$ cat src/rtl/vga_timing_gen.sv
`timescale 1ns/1ps
`default_nettype none
// +--------------------------------------------------------------------------+
// | vga_timing_gen: parametrised VGA sync/position generator with pixel-clock |
// | enable divider. Optional frame counter: define VGA_FRAMECOUNT_EN.         |
// | Revision: 1.0                                                             |
// +--------------------------------------------------------------------------+

module vga_timing_gen #(
  parameter int   H_ACTIVE = 640,
  parameter int   H_FP     = 16,
  parameter int   H_SYNC   = 96,
  parameter int   H_BP     = 48,
  parameter int   V_ACTIVE = 480,
  parameter int   V_FP     = 10,
  parameter int   V_SYNC   = 2,
  parameter int   V_BP     = 33,
  parameter int   CLK_DIV  = 2,
  parameter logic HS_POL   = 1'b0,
  parameter logic VS_POL   = 1'b0,
  parameter int   CW       = 11
) (
  input  logic          clk,
  input  logic          reset,
  input  logic          enable,
  output logic          hsync,
  output logic          vsync,
  output logic          bright,
  output logic [CW-1:0] pxcounter,
  output logic [CW-1:0] linecounter,
  output logic          px_tick,
  output logic          line_start,
  output logic          frame_start
`ifdef VGA_FRAMECOUNT_EN
  ,
  output logic [15:0]   frame_count
`endif
);

  localparam int H_TOTAL      = H_ACTIVE + H_FP + H_SYNC + H_BP;
  localparam int V_TOTAL      = V_ACTIVE + V_FP + V_SYNC + V_BP;
  localparam int H_FP_START   = H_ACTIVE;
  localparam int H_SYNC_START = H_ACTIVE + H_FP;
  localparam int H_BP_START   = H_ACTIVE + H_FP + H_SYNC;
  localparam int V_FP_START   = V_ACTIVE;
  localparam int V_SYNC_START = V_ACTIVE + V_FP;
  localparam int V_BP_START   = V_ACTIVE + V_FP + V_SYNC;
  localparam int DW           = (CLK_DIV > 1) ? $clog2(CLK_DIV) : 1;

  localparam logic [DW-1:0] DIV_LAST = DW'(CLK_DIV - 1);
  localparam logic [CW-1:0] H_LAST   = CW'(H_TOTAL - 1);
  localparam logic [CW-1:0] V_LAST   = CW'(V_TOTAL - 1);

  typedef enum logic [1:0] {
    ST_ACTIVE = 2'd0,
    ST_FP     = 2'd1,
    ST_SYNC   = 2'd2,
    ST_BP     = 2'd3
  } region_t;

  function automatic region_t region_of(input int pos, input int fp_s,
                                        input int sync_s, input int bp_s);
    region_t r;
    if (pos < fp_s)        r = ST_ACTIVE;
    else if (pos < sync_s) r = ST_FP;
    else if (pos < bp_s)   r = ST_SYNC;
    else                   r = ST_BP;
    return r;
  endfunction

  // Later boundaries win so zero-width regions are skipped cleanly.
  function automatic region_t region_step(input region_t cur, input int pos,
                                          input int fp_s, input int sync_s,
                                          input int bp_s);
    region_t r;
    r = cur;
    if (pos == 0)      r = ST_ACTIVE;
    if (pos == fp_s)   r = ST_FP;
    if (pos == sync_s) r = ST_SYNC;
    if (pos == bp_s)   r = ST_BP;
    return r;
  endfunction

  localparam region_t H_RST = region_of(H_TOTAL - 1, H_FP_START, H_SYNC_START, H_BP_START);
  localparam region_t V_RST = region_of(V_TOTAL - 1, V_FP_START, V_SYNC_START, V_BP_START);

  logic [DW-1:0] div_q, div_d;
  logic [CW-1:0] px_q, px_d;
  logic [CW-1:0] ln_q, ln_d;
  region_t       hst_q, hst_d;
  region_t       vst_q, vst_d;
  logic          hsync_q, vsync_q, bright_q;
  logic          px_tick_q, line_start_q, frame_start_q;
  logic          tick, px_wrap, at_origin;

  always_comb begin
    tick      = enable && (div_q == DIV_LAST);
    div_d     = tick ? '0 : div_q + DW'(1);
    px_wrap   = (px_q == H_LAST);
    px_d      = px_wrap ? '0 : px_q + CW'(1);
    ln_d      = ln_q;
    if (px_wrap) begin
      ln_d = (ln_q == V_LAST) ? '0 : ln_q + CW'(1);
    end
    hst_d     = region_step(hst_q, int'(px_d), H_FP_START, H_SYNC_START, H_BP_START);
    vst_d     = vst_q;
    if (px_wrap) begin
      vst_d = region_step(vst_q, int'(ln_d), V_FP_START, V_SYNC_START, V_BP_START);
    end
    at_origin = (px_d == '0) && (ln_d == '0);
  end

  // Levels are computed from the next-state regions so they land on the same
  // edge as the counters they describe.
  always_ff @(posedge clk) begin
    if (reset) begin
      div_q         <= '0;
      px_q          <= H_LAST;
      ln_q          <= V_LAST;
      hst_q         <= H_RST;
      vst_q         <= V_RST;
      hsync_q       <= ~HS_POL;
      vsync_q       <= ~VS_POL;
      bright_q      <= 1'b0;
      px_tick_q     <= 1'b0;
      line_start_q  <= 1'b0;
      frame_start_q <= 1'b0;
    end else begin
      px_tick_q     <= tick;
      line_start_q  <= tick && (px_d == '0);
      frame_start_q <= tick && at_origin;
      if (enable) begin
        div_q <= div_d;
      end
      if (tick) begin
        px_q     <= px_d;
        ln_q     <= ln_d;
        hst_q    <= hst_d;
        vst_q    <= vst_d;
        hsync_q  <= (hst_d == ST_SYNC) ? HS_POL : ~HS_POL;
        vsync_q  <= (vst_d == ST_SYNC) ? VS_POL : ~VS_POL;
        bright_q <= (hst_d == ST_ACTIVE) && (vst_d == ST_ACTIVE);
      end
    end
  end

  assign hsync       = hsync_q;
  assign vsync       = vsync_q;
  assign bright      = bright_q;
  assign pxcounter   = px_q;
  assign linecounter = ln_q;
  assign px_tick     = px_tick_q;
  assign line_start  = line_start_q;
  assign frame_start = frame_start_q;

`ifdef VGA_FRAMECOUNT_EN
  logic [15:0] fc_q;
  logic        armed_q;

  // The (0,0) presented by the first tick after reset is not a wrap.
  always_ff @(posedge clk) begin
    if (reset) begin
      fc_q    <= '0;
      armed_q <= 1'b0;
    end else if (tick && at_origin) begin
      if (armed_q) begin
        fc_q <= fc_q + 16'd1;
      end
      armed_q <= 1'b1;
    end
  end

  assign frame_count = fc_q;
`endif

endmodule

`default_nettype wire

$ cat config.mk
export PLATFORM = sky130hd
export DESIGN_NAME = vga_timing_gen
export DESIGN_NICKNAME = d
export VERILOG_FILES = /design/src/rtl/vga_timing_gen.sv
export SDC_FILE = /design/constraint.sdc
export NUM_CORES = 1
export LEC_CHECK = 0
export BUFFER_PORTS_ARGS = -buffer_cell sky130_fd_sc_hd__buf_2
export CAP_MARGIN = 30
export CORE_ASPECT_RATIO = 0.9
export CORE_MARGIN = 2
export CORE_UTILIZATION = 40
export CTS_CLUSTER_DIAMETER = 80
export DETAILED_ROUTE_END_ITERATION = 8
export GPL_ROUTABILITY_DRIVEN = 0
export SLEW_MARGIN = 25
export SYNTH_ARGS = -nofsm -noshare
export SYNTH_HDL_FRONTEND = slang
export SYNTH_SLANG_ARGS = --single-unit
$ cat constraint.sdc
create_clock -name clk -period 6.6 [get_ports clk]
set_input_delay 0 -clock clk [delete_from_list [all_inputs] [get_ports clk]]
set_output_delay 0 -clock clk [all_outputs]
set_load 0.02 [all_outputs]
### Word level (Yosys, flattened, before mapping)

Index checks and enable logic that the tools add are counted.

* register bits: 33
* logic and storage cells: 50

* add/sub/neg operators: 3
* eq/ne operators: 10
* multiplexer cells: 15
* reductions and logical operators: 11

Operators by type and width (count)
* 11-bit by 10-bit equality test with 1-bit output (second input constant): 5
* 11-bit logical NOT: 4
* 11-bit equality test (second input constant): 3
* 11-bit 2-to-1 mux: 3
* 11-bit by 1-bit adder with 11-bit output (second input constant): 2
* 2-bit 2-to-1 mux: 9
* 1-bit logical AND: 5
* 2-bit equality test (second input constant): 2
* 2-bit logical NOT: 2
* 1-bit 2-to-1 mux: 3
* 1-bit adder (second input constant): 1

### Depth between registers and ports, before layout

Gate-level depths: netlist of run 1.

* word-level depth: 11
* depth in mapped cells: 12

### Worst setup path after synthesis of run 1

OpenSTA, ideal clock, no wires.

* path kind: flip-flop to flip-flop
* start: register px_q[0], in the netlist pxcounter[0]
* end: register bright_q, in the netlist bright
* library setup time: 0.096 ns
* arrival time: 2.749 ns
* setup slack: 3.756 ns
* stages on the path, launching flop included: 10
* path buffers: 0
* cell sequence: dfxtp_1 -> ha_1 -> and4_4 -> nand4_2 -> xor2_1 -> or3_1 -> or4_4 -> nand3b_4 -> a31o_1 -> o41ai_2

* cells in the longest elaborated chain, start to end: 10
* elaborated cells between the ends (all ways): 24
* those cells by class: add/sub: 1; eq/ne: 7; mux: 11; reduce/logical: 5

RTL lines
* start: declaration: line 88 `logic [CW-1:0] px_q, px_d;`
* start signal: assignment: line 136 `px_q <= px_d;`
* branches (longest 9 deep; another with 11-bit by 1-bit adder with 11-bit output)
* 1-bit logical AND (*): line 142 `bright_q <= (hst_d == ST_ACTIVE) && (vst_d == ST_ACTIVE);`
* end signal: assignment: line 142
* end: declaration: line 92 `logic hsync_q, vsync_q, bright_q;`

Every way passes the cells marked *.
A chain may end at the register's enable or synchronous reset.

### Worst setup path in the final report of run 1

* start: register ln_q[0], in the netlist linecounter[0]
* end: register bright_q, in the netlist bright

* cells in the longest elaborated chain, start to end: 11
* elaborated cells between the ends (all ways): 15
* those cells by class: add/sub: 1; eq/ne: 4; mux: 7; reduce/logical: 3

RTL lines
* start: declaration: line 89 `logic [CW-1:0] ln_q, ln_d;`
* start signal: assignment: line 137 `ln_q <= ln_d;`
* 11-bit by 1-bit adder with 11-bit output or 11-bit by 10-bit equality test with 1-bit output (tied branches): line 103 `ln_d = (ln_q == V_LAST) ? '0 : ln_q + CW'(1);`
* 11-bit 2-to-1 mux: line 103
* 11-bit 2-to-1 mux (*): line 102 `if (px_wrap) begin`
* 11-bit logical NOT: line 77 `if (pos == 0) r = ST_ACTIVE;`
* 2-bit 2-to-1 mux: line 77
* 2-bit 2-to-1 mux: line 78 `if (pos == fp_s) r = ST_FP;`
* 2-bit 2-to-1 mux: line 79 `if (pos == sync_s) r = ST_SYNC;`
* 2-bit 2-to-1 mux (*): line 80 `if (pos == bp_s) r = ST_BP;`
* 2-bit 2-to-1 mux (*): line 107 `if (px_wrap) begin`
* 2-bit logical NOT (*): line 142
* 1-bit logical AND (*): line 142

Mark *: on every way between the ends. The rest lies on a longest branch, timed or not.

==> results of run 1 <==
-- cell families after synthesis --
group                      after synthesis
adders and majority gates                4
buffers and inverters                   32
DFF                                     33
xor gates and xnor gates                22
AOI/OAI and AO/OA                       76
and+or+nand+nor                        138
-- worst register-to-register path, stage by stage, from the launching register on --
cell and delay, ns:
sky130_fd_sc_hd__dfxtp_1 0.58, sky130_fd_sc_hd__ha_1 0.51, sky130_fd_sc_hd__and3_1 0.30, sky130_fd_sc_hd__nand4_2 0.15
sky130_fd_sc_hd__nor2_1 0.15, sky130_fd_sc_hd__xnor2_1 0.10, sky130_fd_sc_hd__or4_4 0.56, sky130_fd_sc_hd__nand3b_4 0.17
sky130_fd_sc_hd__a31o_1 0.23, sky130_fd_sc_hd__o41ai_2 0.28
-- metrics by stage --
step	power, mW	cell area [um^2]	util	hold slack [ns]
after floorplan	0.3673	2311	-	0.1146
after global placement	0.4076	2450	0.4353	0.2627
final	0.5682	2546	0.4524	0.1904
after detailed placement	0.4089	2450	0.4353	0.2865
after CTS	0.5674	2546	0.4524	0.1847
after global routing	0.5985	2546	0.4524	0.2168
-- layout make-up --
class	count	area, um^2	area share
clock buffers	7	86.33	0.03391
flip-flops and latches	33	660.6	0.2595
inverters	9	33.78	0.01327
multi-input cells	240	1510	0.5931
repair buffers	32	167.7	0.06585
well taps	70	87.58	0.03440
-- final timing paths --
path | to | slack, ns | depth (start not counted)
setup reg to reg | bright | 3.46 | 9
hold reg to reg | bright | 0.48 | 2
setup / recovery | bright | 3.46 | 9
hold / removal | linecounter[4] | 0.19 | 2
-- metal layers --
layer  vias to the layer above  global-route usage  wire length, um
li1                       1140                   -                -
met1                      1096              0.2929             3128
met2                        93              0.2849             2654
met3                         7             0.04009              398
met4                         0             0.05323               59
met5                         -                   0                0
-- timing repair --
| item | CTS | global route |
|---|---|---|
| buffers inserted | 0 | 0 |
| hold endpoints to repair | 1 | 0 |
| hold buffers | 1 | 0 |
-- cell usage after synthesis, types with 2 or more instances --
cell and count:
sky130_fd_sc_hd__a21oi_1 16, sky130_fd_sc_hd__nand3_1 12, sky130_fd_sc_hd__and3_1 3, sky130_fd_sc_hd__nor4b_1 2
sky130_fd_sc_hd__o21ai_0 18, sky130_fd_sc_hd__dfxtp_1 33, sky130_fd_sc_hd__nor3b_1 4, sky130_fd_sc_hd__a211oi_1 3
sky130_fd_sc_hd__xnor2_1 13, sky130_fd_sc_hd__xor2_1 9, sky130_fd_sc_hd__nand4_1 8, sky130_fd_sc_hd__nor3_1 14
sky130_fd_sc_hd__o31ai_1 3, sky130_fd_sc_hd__buf_2 8, sky130_fd_sc_hd__clkbuf_1 12, sky130_fd_sc_hd__inv_1 9
sky130_fd_sc_hd__a31oi_1 7, sky130_fd_sc_hd__a311oi_1 2, sky130_fd_sc_hd__nand3b_1 3, sky130_fd_sc_hd__nand4b_1 2
sky130_fd_sc_hd__o211ai_1 4, sky130_fd_sc_hd__ha_1 4, sky130_fd_sc_hd__clkbuf_2 2, sky130_fd_sc_hd__and4_1 3
sky130_fd_sc_hd__a22oi_1 2, sky130_fd_sc_hd__o21bai_1 3, sky130_fd_sc_hd__a32oi_1 2, sky130_fd_sc_hd__and2_1 3
sky130_fd_sc_hd__nand2_1 32, sky130_fd_sc_hd__nor2_1 33, sky130_fd_sc_hd__a21o_1 2, sky130_fd_sc_hd__a211o_1 2
sky130_fd_sc_hd__or3_1 4, sky130_fd_sc_hd__nand4_2 2, sky130_fd_sc_hd__nor2b_1 2
-- flip-flops by register name, indices dropped and copies added, names as in the netlist --
name / flops
frame_start: 1
vsync: 1
vst_q: 2
px_tick: 1
line_start: 1
hsync: 1
pxcounter: 11
div_q: 1
linecounter: 11
hst_q: 2
bright: 1
-- power by group --
group          internal (mW)  switching, mW  total [mW]
Combinational         0.0648          0.121       0.186
Clock                 0.0828         0.0764       0.159
Sequential             0.207         0.0158       0.223
==> results_dict.tcl, run 1 <==
set metrics [dict create \
    dr.pass1.iters 6 \
    path_buf_inv 0 \
    root_buffer "sky130_fd_sc_hd__clkbuf_8" \
    critPathMaxStageDelay_ns 0.58 \
    std_cell_rows 26 \
    power.density_nw_per_um2 223.2 \
    synth_mux_area_frac 0 \
    post_synth_main_area_contributors "sky130_fd_sc_hd__dfxtp_1 (29%), sky130_fd_sc_hd__nor2_1 (5.4%), sky130_fd_sc_hd__nand2_1 (5.2%)" \
    fp.dieArea_um2 6402 \
    drive_gt1_frac 0.1526 \
    fin_tns_setup_ns 0 \
    final_hold_viol_count 0 \
    cts-htree-levels 2 \
    timing.max_cap.violations 0 \
    status "finished, final reports clean" \
    fill_cells 572 \
    synthSimpleGateAreaFrac 0.3281 \
    numClockSinks 33 \
    rsz0062_at_grt "false" \
    postSynthCellCount 305 \
    timing_worst_setup_path_type "register to register" \
    crit_fanout 14 \
    coreArea_um2 5628 \
    clkLatencyLatePin_ns 0.29 \
    first_global_vias 1945 \
    timing.critical_path.from_type "register" \
    fin_cells 391 \
    yosys_warnings 0 \
    finClkSkew_ns 0.009826 \
    boundaryPins 31 \
    area_growth_pct 10.18 \
    synth_compound_area_frac 0.2204 \
    synth_async_sr_flop_share 0 \
    pre_cts_slack_ns 3.498 \
    finalWorstSetupSlack_ns 3.456 \
    synth_sequential_area_ratio 0.2859 \
    avgSynthCellArea_um2 7.577 \
    die_w_um 84.12 \
    synth-main-ff-cell "sky130_fd_sc_hd__dfxtp_1" \
    finalMaxSlewViolations 0 \
    crit-reg2reg-launch "linecounter[0]" \
    grt_use_total 0.1962 \
    max-slew-margin-rel 0.5801 \
    synth_enable_flop_cells 0 \
    totalWireLength_mm 6.241 \
    grt_antenna_before_repair 0 \
    detail-route-antenna-nets 0 \
    first_pass_grt_wire_length_mm 10.23 \
    clk_pin_slew_worst_paths_ns 0.07 \
    tightestPinTransition_ns 0.6298 \
    power.leakage_nw 1.030 \
    place.detailed.hpwl_mm 4.332 \
    cts-buffers-inserted 5 \
    cts_tree "done" \
    crit_required_ns 6.80 \
    grt_start_max_net_pins 30 \
    cp-end-kind "register" \
    drt-wirelength-per-cell_um 15.96 \
    port_buffers 30 \
    startpoint "linecounter[0]" \
    timing.hold.worst.start "reset" \
    yosys.cell_types.count 59 \
    worst-endpoint-arrival_ns 3.34 \
    floorplan.initialDensity 0.4106 \
    setup-violations-final 0 \
    drt_iter0_markers 270 \
    final_min_period_over_clock_period 0.4764 \
    vias 2336 \
    post-route-drc-count 0 \
    cts_buffer_depth 2 \
    worstPathCellList "ha_1, and3_1, nand4_2, nor2_1, xnor2_1, or4_4, nand3b_4, a31o_1, o41ai_2" \
    vdd_ir_drop_max_uv 133.4 \
    arithmetic_cell_share_of_the_synthesized_area_counting_full_adders_half_adders_and_majority_gates 0.02166 \
    synth_top_family_by_area "simple AND/OR/NAND/NOR gates" \
    postSynthNetCount 312 \
    die-height_um 76.11 \
    antenna_diode_count 0 \
    grt_remaining_overflow 0 \
    synth_largest_area_cell "sky130_fd_sc_hd__dfxtp_1" \
    period_needed_ns 3.144 \
    cts_resized 0 \
    routed_via_density 5.974 \
    placedCellCount 383 \
    holdCritPathClass "input port to register" \
    post-synth-top-area-fraction 0.2859 \
    synth.ff_latch_count 33 \
    synth.cell_area_um2 2311 \
    cpMaxStageDelayCell "sky130_fd_sc_hd__dfxtp_1" \
    fin_nets 328 \
    layout_common_cells "sky130_fd_sc_hd__nor2_1 (33), sky130_fd_sc_hd__dfxtp_1 (33), sky130_fd_sc_hd__nand2_1 (32)" \
    critPathTopFamily "simple AND/OR/NAND/NOR gates" \
    fmax_ghz 0.3180 \
    synthXorXnorAreaFrac 0.08338 \
]
(Power assumes the default switching activity.)
==> run 2, diff against run 1 <==
clock period = 2.8 ns   (was 6.6 ns; I/O delays follow)
==> run 2 against run 1 <==
Against the previous run:
- combinational power increased to 2.8 times the previous value
- global-route usage grew 1.9 points
- register-to-register slack worse by 3.4 ns
- core utilization grew 4.8 points
- worst setup slack got worse by 3.4 ns
- sequential share of layout area down 2.2 points
- clock power grew 130%
- sequential power rose by 130%
- via count rose by 3.3%
- sequential cell count unchanged
- critical endpoint unchanged
- largest cell class unchanged
==> results_dict.tcl, run 2 (synthesis results as in run 1) <==
set metrics [dict create \
    final_hold_viol_count 0 \
    layout_common_cells "sky130_fd_sc_hd__buf_4 (34), sky130_fd_sc_hd__nor2_1 (33), sky130_fd_sc_hd__nand2_1 (32)" \
    cts_buffer_depth 2 \
    clkLatencyLatePin_ns 0.29 \
    first_global_vias 2276 \
    finalHoldWorstSlack_ns 0.2068 \
    timing.critical_path.from_type "register" \
    setup-violations-final 0 \
    drt-wirelength-per-cell_um 15.65 \
    worst-endpoint-arrival_ns 2.89 \
    cts-htree-levels 2 \
    power_switching_share 0.3614 \
    power.share.sequential 0.361 \
    vias 2414 \
    routed_via_density 5.693 \
    grt_remaining_overflow 0 \
    fp.dieArea_um2 6402 \
    vdd_ir_drop_max_uv 273.7 \
    post-route-util 0.5000 \
    root_buffer "sky130_fd_sc_hd__clkbuf_8" \
    first_pass_grt_wire_length_mm 11.21 \
    floorplan.initialDensity 0.4106 \
    crit_required_ns 3.00 \
    timing.max_cap.violations 0 \
    drt_iter0_markers 191 \
    dr.pass1.iters 4 \
    timing_worst_setup_path_type "register to register" \
    layout.cells.most_common "sky130_fd_sc_hd__buf_4" \
    coreArea_um2 5628 \
    clk_pin_slew_worst_paths_ns 0.07 \
    std_cell_rows 26 \
    area.sequential_um2 666.9 \
    grt_antenna_before_repair 0 \
    clock_power_share 0.263 \
    area_growth_pct 21.77 \
    finClkSkew_ns 0.004126 \
    finalMaxSlewViolations 0 \
    comb_power_share 0.376 \
    detail-route-antenna-nets 0 \
    fmax_ghz 0.3710 \
    die-height_um 76.11 \
    fill_cells 556 \
    power.leakage_nw 1.191 \
    cts-buffers-inserted 5 \
    boundaryPins 31 \
    numClockSinks 33 \
    antenna_diode_count 0 \
    tightestPinTransition_ns 0.5904 \
    internal-power_mw 0.9010 \
    multi_input_comb_area_um2 1524 \
    grt_start_max_net_pins 30 \
    cp-end-kind "register" \
    post-route-drc-count 0 \
    holdCritPathClass "input port to register" \
    p_sw_mw 0.5098 \
    totalWireLength_mm 6.635 \
    power.density_nw_per_um2 501.3 \
    fin_nets 361 \
    drive_gt1_frac 0.2514 \
    crit_fanout 6 \
    max-slew-margin-rel 0.6064 \
    status "finished, final reports clean" \
    total_power_mw 1.411 \
    port_buffers 30 \
    fin_tns_setup_ns 0 \
    cts_tree "done" \
    grt_use_total 0.2153 \
    final_min_period_over_clock_period 0.9627 \
    place.detailed.hpwl_mm 4.782 \
    period_needed_ns 2.696 \
    die_w_um 84.12 \
]
[run 2: cell types whose count changed in the layout (fill, tap and decap cells not counted), sizes merged]
| cell | before | now |
|---|---|---|
| buf | 31 | 64 |
[run 2: worst paths after layout]
path / cells after the start / startpoint / slack (ns) / endpoint
worst max-delay path: 9 / pxcounter[0] / 0.10 / bright
worst min-delay path: 2 / reset / 0.21 / pxcounter[10]
worst min register to register: 1 / pxcounter[0] / 0.49 / pxcounter[0]
worst max register to register: 9 / pxcounter[0] / 0.10 / bright
[run 2: timing repair]
item	4_1_cts	5_1_grt
resized for setup	0	5
hold buffers	1	0
setup endpoints to repair	0	3
hold endpoints to repair	1	0
buffers inserted	0	1
[run 2: routing by layer]
metal / global-route usage / vias up / part of all wire
met4: 0.07258 / 0 / 0.014
met1: 0.3136 / 1096 / 0.49
li1: - / 1203 / -
met2: 0.3135 / 106 / 0.43
met3: 0.04550 / 9 / 0.063
met5: 0 / - / 0
[run 2: stage by stage]
step / std cells / worst slack [ns] / instance area, um^2
floorplan: 305 / 0.03601 / 2316
global placement: 415 / 0.1474 / 2695
detailed placement: 415 / 0.07663 / 2695
CTS: 423 / 0.04959 / 2791
global route: 424 / -0.01082 / 2814
finish: 424 / 0.1045 / 2814
[run 2: cell type report]
cell class                      count  share of cell area
Clock buffer                        7             0.03068
Inverter                            9             0.01201
Multi-Input combinational cell    240              0.5416
Sequential cell                    33              0.2370
Tap cell                           70             0.03112
Timing Repair Buffer               65              0.1476
[run 2: power by group through the flow]
stage | sequential [mW] | combinational [mW] | clock [mW]
after floorplan | 0.534 | 0.333 | 0
final | 0.510 | 0.530 | 0.371
after CTS | 0.510 | 0.514 | 0.386
after global routing | 0.513 | 0.578 | 0.404
after global placement | 0.519 | 0.513 | 0
after detailed placement | 0.520 | 0.510 | 0
[run 2: critical path, cell delays in order, from the launching register on]
cell and delay [ns]:
sky130_fd_sc_hd__dfxtp_4 0.37, sky130_fd_sc_hd__ha_2 0.20, sky130_fd_sc_hd__and4_4 0.28, sky130_fd_sc_hd__nand4_2 0.10, sky130_fd_sc_hd__xor2_1 0.17, sky130_fd_sc_hd__or3_1 0.31, sky130_fd_sc_hd__or4_4 0.46, sky130_fd_sc_hd__nand3b_4 0.18
sky130_fd_sc_hd__a31o_1 0.24, sky130_fd_sc_hd__o41ai_2 0.29
==> run 3, diff against run 2 <==
CORE_UTILIZATION = 52   (was 40)
PLACE_DENSITY_LB_ADDON = 0.2   (was default)
==> run 3 against run 2 <==
Against the previous run:
- sequential power barely moved
- combinational power fell by 3%
- register-to-register slack barely moved
- sequential share of layout area rose by 0.15 points
- via count rose by 1.4%
- hold slack got worse by 0.021 ns
- non-clock buffer count fell by 3
- sequential cell count did not move
- die area fell by 22%
- wire length fell by 8.7%
- critical path type unchanged
- highest routed layer unchanged
==> results_dict.tcl, run 3 (synthesis results as in run 1) <==
set metrics [dict create \
    detail-route-antenna-nets 0 \
    comb_power_share 0.361 \
    fill_cells 364 \
    crit_fanout 7 \
    cts-buffers-inserted 5 \
    crit_required_ns 2.99 \
    clkLatencyLatePin_ns 0.28 \
    drt-wirelength-per-cell_um 14.70 \
    cts_buffer_depth 2 \
    port_buffers 30 \
    clock_power_share 0.282 \
    final_hold_viol_count 0 \
    grt_use_total 0.2524 \
    power_switching_share 0.3536 \
    finalMaxSlewViolations 0 \
    setup-violations-final 0 \
    std_cell_rows 22 \
    floorplan.initialDensity 0.5523 \
    antenna_diode_count 0 \
    vdd_ir_drop_max_uv 308.1 \
    cp-end-kind "register" \
    coreArea_um2 4184 \
    max-slew-margin-rel 0.6302 \
    post-route-util 0.6672 \
    root_buffer "sky130_fd_sc_hd__clkbuf_8" \
    die-height_um 67.25 \
    drt_iter0_markers 262 \
    clk_pin_slew_worst_paths_ns 0.07 \
    cts-htree-levels 2 \
    grt_antenna_before_repair 0 \
    timing_worst_setup_path_type "register to register" \
    finClkSkew_ns 0.005579 \
    place.detailed.hpwl_mm 4.339 \
    grt_start_max_net_pins 30 \
    post-route-drc-count 0 \
    status "finished, final reports clean" \
    drive_gt1_frac 0.2386 \
    fmax_ghz 0.3730 \
    grt_remaining_overflow 0 \
    internal-power_mw 0.9171 \
    worstPathCellList "ha_4, and4_4, nand4_2, xor2_1, or3_1, or4_4, nand3b_4, a31o_1, o41ai_2" \
    layout_common_cells "sky130_fd_sc_hd__nor2_1 (33), sky130_fd_sc_hd__nand2_1 (32), sky130_fd_sc_hd__dfxtp_1 (31), sky130_fd_sc_hd__buf_4 (31), sky130_fd_sc_hd__buf_2 (30)" \
    power.leakage_nw 1.186 \
    first_pass_grt_wire_length_mm 9.867 \
    fin_nets 358 \
    holdCritPathClass "input port to register" \
    period_needed_ns 2.681 \
    boundaryPins 31 \
    p_sw_mw 0.5017 \
    rsz0062_at_grt "false" \
    timing.critical_path.from_type "register" \
    critPathMaxStageDelay_ns 0.46 \
    final_min_period_over_clock_period 0.9576 \
    cpMaxStageDelayCell "sky130_fd_sc_hd__or4_4" \
    die_w_um 74.27 \
    first_global_vias 2050 \
    timing.max_cap.violations 0 \
    tightestPinTransition_ns 0.5547 \
    totalWireLength_mm 6.056 \
    power.density_nw_per_um2 508.3 \
    cts_tree "done" \
    dr.pass1.iters 5 \
    numClockSinks 33 \
    fin_tns_setup_ns 0 \
    vias 2447 \
    worst-endpoint-arrival_ns 2.88 \
    power.share.sequential 0.358 \
    fp.dieArea_um2 4994 \
    layout.cells.most_common "sky130_fd_sc_hd__nor2_1" \
    routed_via_density 5.939 \
    area_growth_pct 20.79 \
]
==> run 3: changes by cell type in the layout (fill, tap and decap cells not counted) <==
| cell | change |
|---|---|
| sky130_fd_sc_hd__clkbuf_8 | +1 |
| sky130_fd_sc_hd__clkbuf_1 | -1 |
| sky130_fd_sc_hd__o31ai_1 | +1 |
| sky130_fd_sc_hd__o31ai_2 | -1 |
| sky130_fd_sc_hd__ha_2 | -1 |
| sky130_fd_sc_hd__ha_4 | +1 |
| sky130_fd_sc_hd__and4bb_1 | +1 |
| sky130_fd_sc_hd__nor4b_1 | +1 |
| sky130_fd_sc_hd__buf_4 | -3 |
| sky130_fd_sc_hd__nor4b_2 | -1 |
| sky130_fd_sc_hd__dfxtp_2 | -1 |
| sky130_fd_sc_hd__clkinv_2 | +1 |
| sky130_fd_sc_hd__and4bb_2 | -1 |
| sky130_fd_sc_hd__dfxtp_1 | +1 |
==> run 3: layout make-up <==
class	instances	area, um^2	share of cell area
clock buffers	7	96.34	0.03451
clock inverters	1	5.005	0.001793
inverters	9	33.78	0.01210
multi-input cells	240	1523	0.5455
flip-flops and latches	33	665.6	0.2385
well taps	60	75.07	0.02689
repair buffers	62	392.9	0.1407
==> run 3: power by group through the flow <==
stage          Clock, mW  Sequential (mW)  Combinational [mW]
2_1_floorplan          0            0.534               0.333
3_3_place_gp           0            0.516               0.498
3_5_place_dp           0            0.517               0.497
4_1_cts            0.407            0.506               0.502
5_1_grt            0.422            0.510               0.557
6_report           0.400            0.507               0.512
==> run 3: stage by stage <==
stage	instance area, um^2	std cells	setup WS (ns)	hold WS, ns	total power, mW
after floorplan	2316	305	0.03601	0.1146	0.8669
after global placement	2668	403	0.1171	0.2718	1.014
after detailed placement	2668	403	0.07415	0.2721	1.014
after CTS	2779	412	0.04180	0.1796	1.415
after global routing	2791	412	0.008984	0.2158	1.489
final	2791	412	0.1188	0.1857	1.419
==> run 3: worst paths after layout <==
path,start,end,slack [ns],depth (start not counted)
min,reset,div_q,0.19,2
min reg2reg,bright,bright,0.46,2
max reg2reg,pxcounter[1],bright,0.12,9
max,pxcounter[1],bright,0.12,9
==> run 3: what timing repair did <==
item / 4_1_cts / 5_1_grt
hold buffers: 1 / 0
resized for setup: 0 / 2
endpoints found under the setup margin: 0 / 3
hold endpoints to repair: 1 / 0
buffers inserted: 0 / 0
==> run 3: worst max-delay path, delay by kind of cell (launching register included) <==
kind / cells / cell delay, ns
AO/OA/AOI/OAI: 2 / 0.52
AND/OR/NAND/NOR: 5 / 1.35
flip-flops: 1 / 0.38
adder cells (fa/ha/maj): 1 / 0.17
XOR/XNOR: 1 / 0.17
==> run 3: metal layers <==
metal  vias up  share of wire  GRT usage
met5         -              0          0
met4         0          0.011    0.06027
met3        16          0.062    0.04030
met2       112           0.43     0.3862
met1      1121           0.49     0.3715
li1       1198              -          -
